### config.mk
export PLATFORM = sky130hd
export DESIGN_NAME = grid_world_env
export DESIGN_NICKNAME = d
export VERILOG_FILES = /design/src/rtl/grid_world_env.sv
export SDC_FILE = /design/constraint.sdc
export NUM_CORES = 1
export LEC_CHECK = 0
export CAP_MARGIN = 20
export CORE_AREA = 2 2 76 86
export CTS_BUF_LIST = sky130_fd_sc_hd__clkbuf_4 sky130_fd_sc_hd__clkbuf_8
export DETAILED_ROUTE_END_ITERATION = 16
export DIE_AREA = 0 0 78 88
export HOLD_SLACK_MARGIN = 0.15
export MAX_ROUTING_LAYER = met4
export SETUP_SLACK_MARGIN = 0.2
export SYNTH_ARGS = -nofsm -noshare
export SYNTH_HDL_FRONTEND = slang
export SYNTH_SLANG_ARGS = --single-unit
### constraint.sdc
create_clock -name clk -period 3.35 [get_ports clk]
set_input_delay 0.67 -clock clk [delete_from_list [all_inputs] [get_ports clk]]
set_output_delay 0.67 -clock clk [all_outputs]
set_load 0.01 [all_outputs]
### src/rtl/grid_world_env.sv
// 8x8 grid-world environment for a reinforcement-learning agent.
// Accepts one-hot moves, returns the new cell and a Q8.8 reward, and auto-restarts episodes.
module grid_world_env #(
    parameter logic [5:0]         START_STATE = 6'd0,
    parameter logic [5:0]         GOAL_STATE  = 6'd63,
    parameter logic [5:0]         PIT_STATE   = 6'd27,
    parameter logic [7:0]         MAX_STEPS   = 8'd64,
    parameter logic signed [15:0] R_GOAL      = 16'sd256,
    parameter logic signed [15:0] R_PIT       = -16'sd256,
    parameter logic signed [15:0] R_STEP      = -16'sd4,
    parameter logic signed [15:0] R_WALL      = -16'sd16
) (
    input  logic               clk,
    input  logic               rst,
    input  logic               en,
    input  logic               action_valid,
    input  logic [3:0]         action,
    output logic [5:0]         next_state,
    output logic signed [15:0] next_reward,
    output logic               out_valid,
    output logic               episode_done,
    output logic [7:0]         step_count,
    output logic [15:0]        episode_count
);

    typedef enum logic [1:0] {ST_RUN, ST_TERM, ST_RESTART} fsm_t;

    fsm_t               r_fsm;
    fsm_t               w_fsm_next;
    logic [5:0]         r_cell,     w_cell_next;
    logic signed [15:0] r_reward,   w_reward_next;
    logic               r_out_valid, w_out_valid_next;
    logic               r_done,     w_done_next;
    logic [7:0]         r_steps,    w_steps_next;
    logic [15:0]        r_episodes, w_episodes_next;

    logic [2:0] w_row, w_col;
    logic [5:0] w_target;
    logic       w_legal;
    logic [7:0] w_steps_inc;
    logic       w_hit_goal, w_hit_pit, w_timeout;

    // Target cell; anything that is not a single in-grid move leaves the agent in place.
    always_comb begin
        w_row    = r_cell[5:3];
        w_col    = r_cell[2:0];
        w_target = r_cell;
        w_legal  = 1'b0;
        case (action)
            4'b0001: begin w_legal = (w_row != 3'd0); w_target = {w_row - 3'd1, w_col}; end
            4'b0010: begin w_legal = (w_row != 3'd7); w_target = {w_row + 3'd1, w_col}; end
            4'b0100: begin w_legal = (w_col != 3'd0); w_target = {w_row, w_col - 3'd1}; end
            4'b1000: begin w_legal = (w_col != 3'd7); w_target = {w_row, w_col + 3'd1}; end
            default: begin w_legal = 1'b0; w_target = r_cell; end
        endcase
        if (!w_legal) begin
            w_target = r_cell;
        end
        w_steps_inc = r_steps + 8'd1;
        w_hit_goal  = w_legal && (w_target == GOAL_STATE);
        w_hit_pit   = w_legal && (w_target == PIT_STATE);
        w_timeout   = (w_steps_inc == MAX_STEPS);
    end

    always_comb begin
        w_fsm_next       = r_fsm;
        w_cell_next      = r_cell;
        w_reward_next    = r_reward;
        w_out_valid_next = 1'b0;
        w_done_next      = 1'b0;
        w_steps_next     = r_steps;
        w_episodes_next  = r_episodes;
        case (r_fsm)
            ST_RUN: begin
                if (en && action_valid) begin
                    w_cell_next      = w_target;
                    w_out_valid_next = 1'b1;
                    w_steps_next     = w_steps_inc;
                    // Cell reward takes priority over the plain step/wall penalty.
                    if (w_hit_goal)      w_reward_next = R_GOAL;
                    else if (w_hit_pit)  w_reward_next = R_PIT;
                    else if (w_legal)    w_reward_next = R_STEP;
                    else                 w_reward_next = R_WALL;
                    if (w_hit_goal || w_hit_pit || w_timeout) begin
                        w_done_next = 1'b1;
                        w_fsm_next  = ST_TERM;
                    end
                end
            end
            ST_TERM: begin
                w_fsm_next = ST_RESTART;
            end
            ST_RESTART: begin
                w_cell_next      = START_STATE;
                w_reward_next    = '0;
                w_out_valid_next = 1'b1;
                w_steps_next     = '0;
                if (r_episodes != 16'hFFFF) begin
                    w_episodes_next = r_episodes + 16'd1;
                end
                w_fsm_next = ST_RUN;
            end
            default: begin
                w_fsm_next = ST_RUN;
            end
        endcase
    end

    always_ff @(posedge clk) begin
        if (rst) begin
            r_fsm       <= ST_RUN;
            r_cell      <= START_STATE;
            r_reward    <= '0;
            r_out_valid <= 1'b0;
            r_done      <= 1'b0;
            r_steps     <= '0;
            r_episodes  <= '0;
        end else begin
            r_fsm       <= w_fsm_next;
            r_cell      <= w_cell_next;
            r_reward    <= w_reward_next;
            r_out_valid <= w_out_valid_next;
            r_done      <= w_done_next;
            r_steps     <= w_steps_next;
            r_episodes  <= w_episodes_next;
        end
    end

    assign next_state    = r_cell;
    assign next_reward   = r_reward;
    assign out_valid     = r_out_valid;
    assign episode_done  = r_done;
    assign step_count    = r_steps;
    assign episode_count = r_episodes;

endmodule

# Yosys cells after proc, flatten, opt, wreduce, memory -nomap -nowiden

Cells that the tools add are included.

Add/subtract/negate cells: 6
Equality and inequality tests: 14
Muxes and demuxes: 18
Bitwise operators: 2
Reductions and logical operators: 13

Operator list:

| kind                                              | count |
|---|---|
| 2-to-1 mux 16 bit                                 | 2 |
| one-hot mux 16 bit (2 select lines)               | 1 |
| one-hot mux 6 bit (4 select lines)                | 1 |
| adder 16 x 1 -> 16 bit (second input constant)    | 1 |
| 2-to-1 mux 8 bit                                  | 2 |
| != test 16 bit (second input constant)            | 1 |
| one-hot mux 8 bit (2 select lines)                | 1 |
| 2-to-1 mux 6 bit                                  | 2 |
| one-hot mux 6 bit (2 select lines)                | 1 |
| adder 8 x 1 -> 8 bit (second input constant)      | 1 |
| == test 8 x 7 -> 1 bit (second input constant)    | 1 |
| adder 3 x 1 -> 3 bit (second input constant)      | 2 |
| == test 6 x 5 -> 1 bit (second input constant)    | 1 |
| == test 6 bit (second input constant)             | 1 |
| != test 3 bit (second input constant)             | 2 |
| AND reduction 2 bit                               | 3 |
| nonzero test 3 bit                                | 2 |
| subtractor 3 x 1 -> 3 bit (second input constant) | 2 |
| == test 4 x 1 -> 1 bit (second input constant)    | 1 |
| == test 4 x 2 -> 1 bit (second input constant)    | 1 |
| == test 4 x 3 -> 1 bit (second input constant)    | 1 |
| == test 4 bit (second input constant)             | 1 |
| 2-to-1 mux 2 bit                                  | 2 |
| 2-to-1 mux 4 bit                                  | 1 |
| 13 further kinds                                  | 19 |

Register bits after elaboration: 50
Input port bits: 8
Output and inout bits: 48
Word-level logic and storage cells: 60

# Logic depth before layout (Yosys ltp)

Word-level depth: 10
Mapped depth: 8

# Least setup slack after synthesis

OpenSTA, ideal clock, no wires.

Path kind: input port to flip-flop
From: input action[1]
To: register r_done (netlist: episode_done)
Library setup time: 115 ps
Data arrival time: 2,451 ps
Data required time: 3,235 ps
Path slack: 785 ps
Stages on the path: 8
Cells stage by stage: nor4b_2 > fa_1 > or3b_1 > a211oi_1 > xnor2_1 > xnor2_2 > nor3_2 > o21ba_1

Word-level cells in the longest chain between the ends: 8

RTL lines:

| what                                                                                            | line   | source |
|---|---|---|
| start: declaration                                                                              | 17     | `input logic [3:0] action,` |
| == test 4 bit, or another cell as far along                                                     | 49     | `case (action)` |
| one-hot mux 6 bit (4 select lines) / one-hot mux 1 bit (4 select lines) (equally long branches) | 49     |  |
| 2-to-1 mux 6 bit                                                                                | 56     | `if (!w_legal) begin` |
| == test 6 bit / == test 6 x 5 -> 1 bit (equally long branches)                                  | 60, 61 |  |
| logical AND 1 bit, on equally long branches                                                     | 60, 61 |  |
| logical OR 1 bit * (2 in series)                                                                | 84     | `if (w_hit_goal \|\| w_hit_pit \|\| w_timeout) begin` |
| 2-to-1 mux 1 bit *                                                                              | 84     |  |
| end signal: assignment                                                                          | 123    | `r_done <= w_done_next;` |
| end: declaration                                                                                | 33     | `logic r_done, w_done_next;` |

Mark *: on every way between the ends. The rest lies on a longest branch, timed or not.
A chain may end at the register's enable or synchronous reset.

# Worst setup path after layout

From: input action[3]
To: register r_fsm[0]

Word-level cells in the longest chain between the ends: 9

RTL lines:

| what                                                                                            | line   | source |
|---|---|---|
| == test 4 bit, or another cell as far along                                                     | 49     |  |
| one-hot mux 6 bit (4 select lines) / one-hot mux 1 bit (4 select lines) (equally long branches) | 49     |  |
| 2-to-1 mux 6 bit                                                                                | 56     |  |
| == test 6 bit / == test 6 x 5 -> 1 bit (equally long branches)                                  | 60, 61 |  |
| logical AND 1 bit, on equally long branches                                                     | 60, 61 |  |
| logical OR 1 bit * (2 in series)                                                                | 84     |  |
| != test 2 bit (no source line) *                                                                | -      |  |
| AND reduction 2 bit (no source line) *                                                          | -      |  |
| end signal: assignment                                                                          | 119    | `r_fsm <= w_fsm_next;` |
| end: declaration                                                                                | 28     | `fsm_t r_fsm;` |

Marked as above.

==> impl_metrics.py <==
metrics = {
    "timing": {
        "fin_crit_ps": 2897,
        "finalHoldViolations": 0,
        "slew_headroom": 0.5858,
        "setup_tns_ps": 0,
        "period_share": 0.8649,
        "clock_skew_ps": 4.152,
        "finalSetupViolCount": 0,
        "max_freq_mhz": 345.2,
        "rsz0062_at_grt": "false",
        "drv_slew": 0,
        "worst_pin_slew_ps": 621.3,
        "setup_slack_ps": 452.7,
    },
    "worst_setup_path": {
        "r2r_start": "next_state[0]",
        "crit_path_end_kind": "flip-flop",
        "required_ps": 3580,
        "rr_worst_depth": 8,
        "cp_max_fo": 4,
        "slowest_delay_ps": 470,
        "critPathArrivalTime_ps": 3130,
        "path_buf_inv": 1,
        "cp_top_family": "simple AND/OR/NAND/NOR gates",
        "crit_type": "input port to flip-flop",
        "crit_slowest_cell": "clkdlybuf4s50_1",
        "r2r_end": "r_fsm[0]",
        "crit_chain": "clkdlybuf4s50_1 > nor4b_2 > fa_1 > or3b_1 > a211oi_1 > xnor2_1 > xnor2_2 > nor3_2 > o21ba_1",
        "worstSetupStartpointType": "input port",
        "rrSetupSlack_ps": 910,
    },
    "cts": {
        "cts_tree": "yes",
        "cts_buffers": 5,
        "clk_latency_ps": 290,
        "clk_pin_slew_ps": 70,
        "cts_sinks": 38,
        "ctsResizeCount": 0,
        "cts-root-buf": "clkbuf_8",
        "htree_levels": 2,
        "postCtsSetupBuffers": 0,
        "clock_path_buffers": 2,
        "cts_hold_buf": 0,
    },
    "drt": {
        "avgViaCountPerCell": 5.018,
        "drcViolationCount": 0,
        "route.final.wire_length_um": 4668,
        "wl_per_cell_um": 12.22,
        "routed-via-count": 1917,
        "drt_iter0_markers": 94,
        "drtPass1Iterations": 4,
        "postRouteAntennaNets": 0,
    },
    "layout": {
        "antenna_cells": 0,
        "nNetsFinal": 314,
        "final_cell_count_no_fill": 382,
        "synthToLayoutAreaGrowth_pct": 30.59,
        "drive_gt1_frac": 0.07947,
        "final_util": 0.4563,
    },
    "placed_design": {
        "pre_cts_slack_ps": 72.42,
        "io_buffers": 53,
        "gp_congestion": 0.8025,
        "placed_cells": 375,
        "hpwl_um": 3281,
    },
    "worst_hold_path": {
        "min_from": "next_reward[8]",
        "hold_depth": 2,
        "hold_class": "flip-flop to flip-flop",
        "hold_end": "next_reward[8]",
    },
    "synth": {
        "synth_seq_area_share": 0.3626,
        "synth_cells": 255,
        "synthFlopType": "dfxtp_1",
        "synth_top_cell_by_area": "dfxtp_1",
        "ys_ff_latch": 38,
        "synth_warnings": 0,
        "synthTopCellsByArea": "dfxtp_1 (36%), nor2_1 (6.6%), a21oi_1 (4.5%)",
        "netlist_top_cells_count": "dfxtp_1 (38), nor2_1 (37), nand2_1 (21)",
        "synth_cell_type_count": 51,
        "synth_edf_count": 0,
        "synth-async-reset-ratio": 0,
        "yosysTopAreaCellShare": 0.3626,
        "synth_most_common_cell": "dfxtp_1",
        "syn-cell-area_mm2": 0.002098,
        "syn_area_per_cell_um2": 8.228,
    },
    "floorplan": {
        "rows": 30,
        "die_h_um": 88,
        "die_w_um": 78,
        "io_pins": 56,
        "coreArea_mm2": 0.006006,
        "start_util": 0.3494,
        "dieArea_mm2": 0.006864,
    },
    "global_route": {
        "antenna_found_initial": 0,
        "track_usage": 0.1470,
        "grt_pass1_vias": 1773,
        "grt_max_degree": 39,
        "grt_pass1_wl_um": 7990,
        "grt-ovfl-total": 0,
    },
    "status": {
        "outcome": "finished clean",
    },
    "pwr": {
        "peakVddDrop_mv": 0.2105,
        "p_leak_nw": 0.9903,
        "total_power_mw": 0.8678,
        "power_density_mw_per_mm2": 316.7,
    },
    "job": {
        "drv_cap": 0,
    },
}
routing by layer:
metal	global-route usage	share of wire	routed length [um]	up-vias
met3	0.04021	0.055	257	5
met5	-	0	0	-
met2	0.2382	0.47	2214	54
li1	-	-	-	981
met1	0.1826	0.46	2167	877
met4	0.03668	0.0062	29	0
per-stage QoR:
step	instance area [um^2]	hold slack (ps)
2_1_floorplan	2102	460.5
3_3_place_gp	2654	442.2
3_5_place_dp	2654	457.1
4_1_cts	2738	472.3
5_1_grt	2740	490.9
6_report	2740	464.2
registers in the layout, summed over array words and instances, names as in the netlist:
register,flops
step_count,8
out_valid,1
episode_done,1
next_reward,4
episode_count,16
next_state,6
r_fsm,2
layout by cell type (no fill, tap or decap), drive strengths merged, types with 2 or more instances in the layout:
| cell type | instances |
|---|---|
| clkbuf | 7 |
| nor3b | 3 |
| nand3b | 2 |
| inv | 8 |
| and4 | 3 |
| or3 | 5 |
| xnor2 | 7 |
| nand2 | 21 |
| nor4 | 4 |
| xor2 | 9 |
| clkdlybuf4s50 | 52 |
| nor4b | 4 |
| nor2b | 2 |
| and3 | 4 |
| nor3 | 10 |
| o31ai | 2 |
| o21ai | 7 |
| ha | 2 |
| nor2 | 37 |
| dfxtp | 38 |
| nand4 | 2 |
| o21ba | 2 |
| nand3 | 14 |
| a211oi | 4 |
| fa | 2 |
| or2 | 3 |
| o31a | 2 |
| buf | 5 |
| nand2b | 2 |
| or3b | 2 |
| a21oi | 20 |
| conb | 2 |
cell families (layout without fill, tap and decap cells):
family,after synthesis,after routing,synth area share
adders and majority gates,4,4,0.03101
xor gates and xnor gates,16,16,0.07037
and+or+nand+nor,120,120,0.3059
DFF,38,38,0.3626
other,1,2,0.001787
buffers and inverters,27,73,0.06977
AOI/OAI and AO/OA,49,49,0.1586
area by class of cell:
class                      instances  area [um^2]
clock buffer                       7        83.83
tap                               80        100.1
inverter                           8        30.03
fill                             615         3266
timing repair buffer              58        570.5
sequential                        38        760.7
multi-input combinational        191         1195
worst register-to-register path, delay by kind of cell (launching register included):
family,cells,cell delay [ps]
AO/OA/AOI/OAI,2,460
adder cells (fa/ha/maj),1,450
flip-flops,1,430
XOR/XNOR,2,370
buffers and inverters,1,130
AND/OR/NAND/NOR,2,550
power by group:
part / switching [mW] / internal (mW)
sequential: 0.00546 / 0.456
combinational: 0.0462 / 0.0462
clock: 0.154 / 0.160
total: 0.205 / 0.662
how the worst max path moves through the flow:
| stage | cells past startpoint | endpoint | slack (ps) | start |
|---|---|---|---|---|
| final | 9 | r_fsm[0] | 450 | action[3] |
| after global routing | 9 | r_fsm[0] | 210 | action[1] |
| after CTS | 9 | r_fsm[0] | 370 | action[0] |
| after detailed placement | 9 | r_fsm[0] | 70 | action[0] |
| after global placement | 9 | r_fsm[0] | 100 | action[0] |
| after floorplan | 8 | episode_done | 780 | action[1] |
No activity file was read; power rests on OpenSTA's default activity.
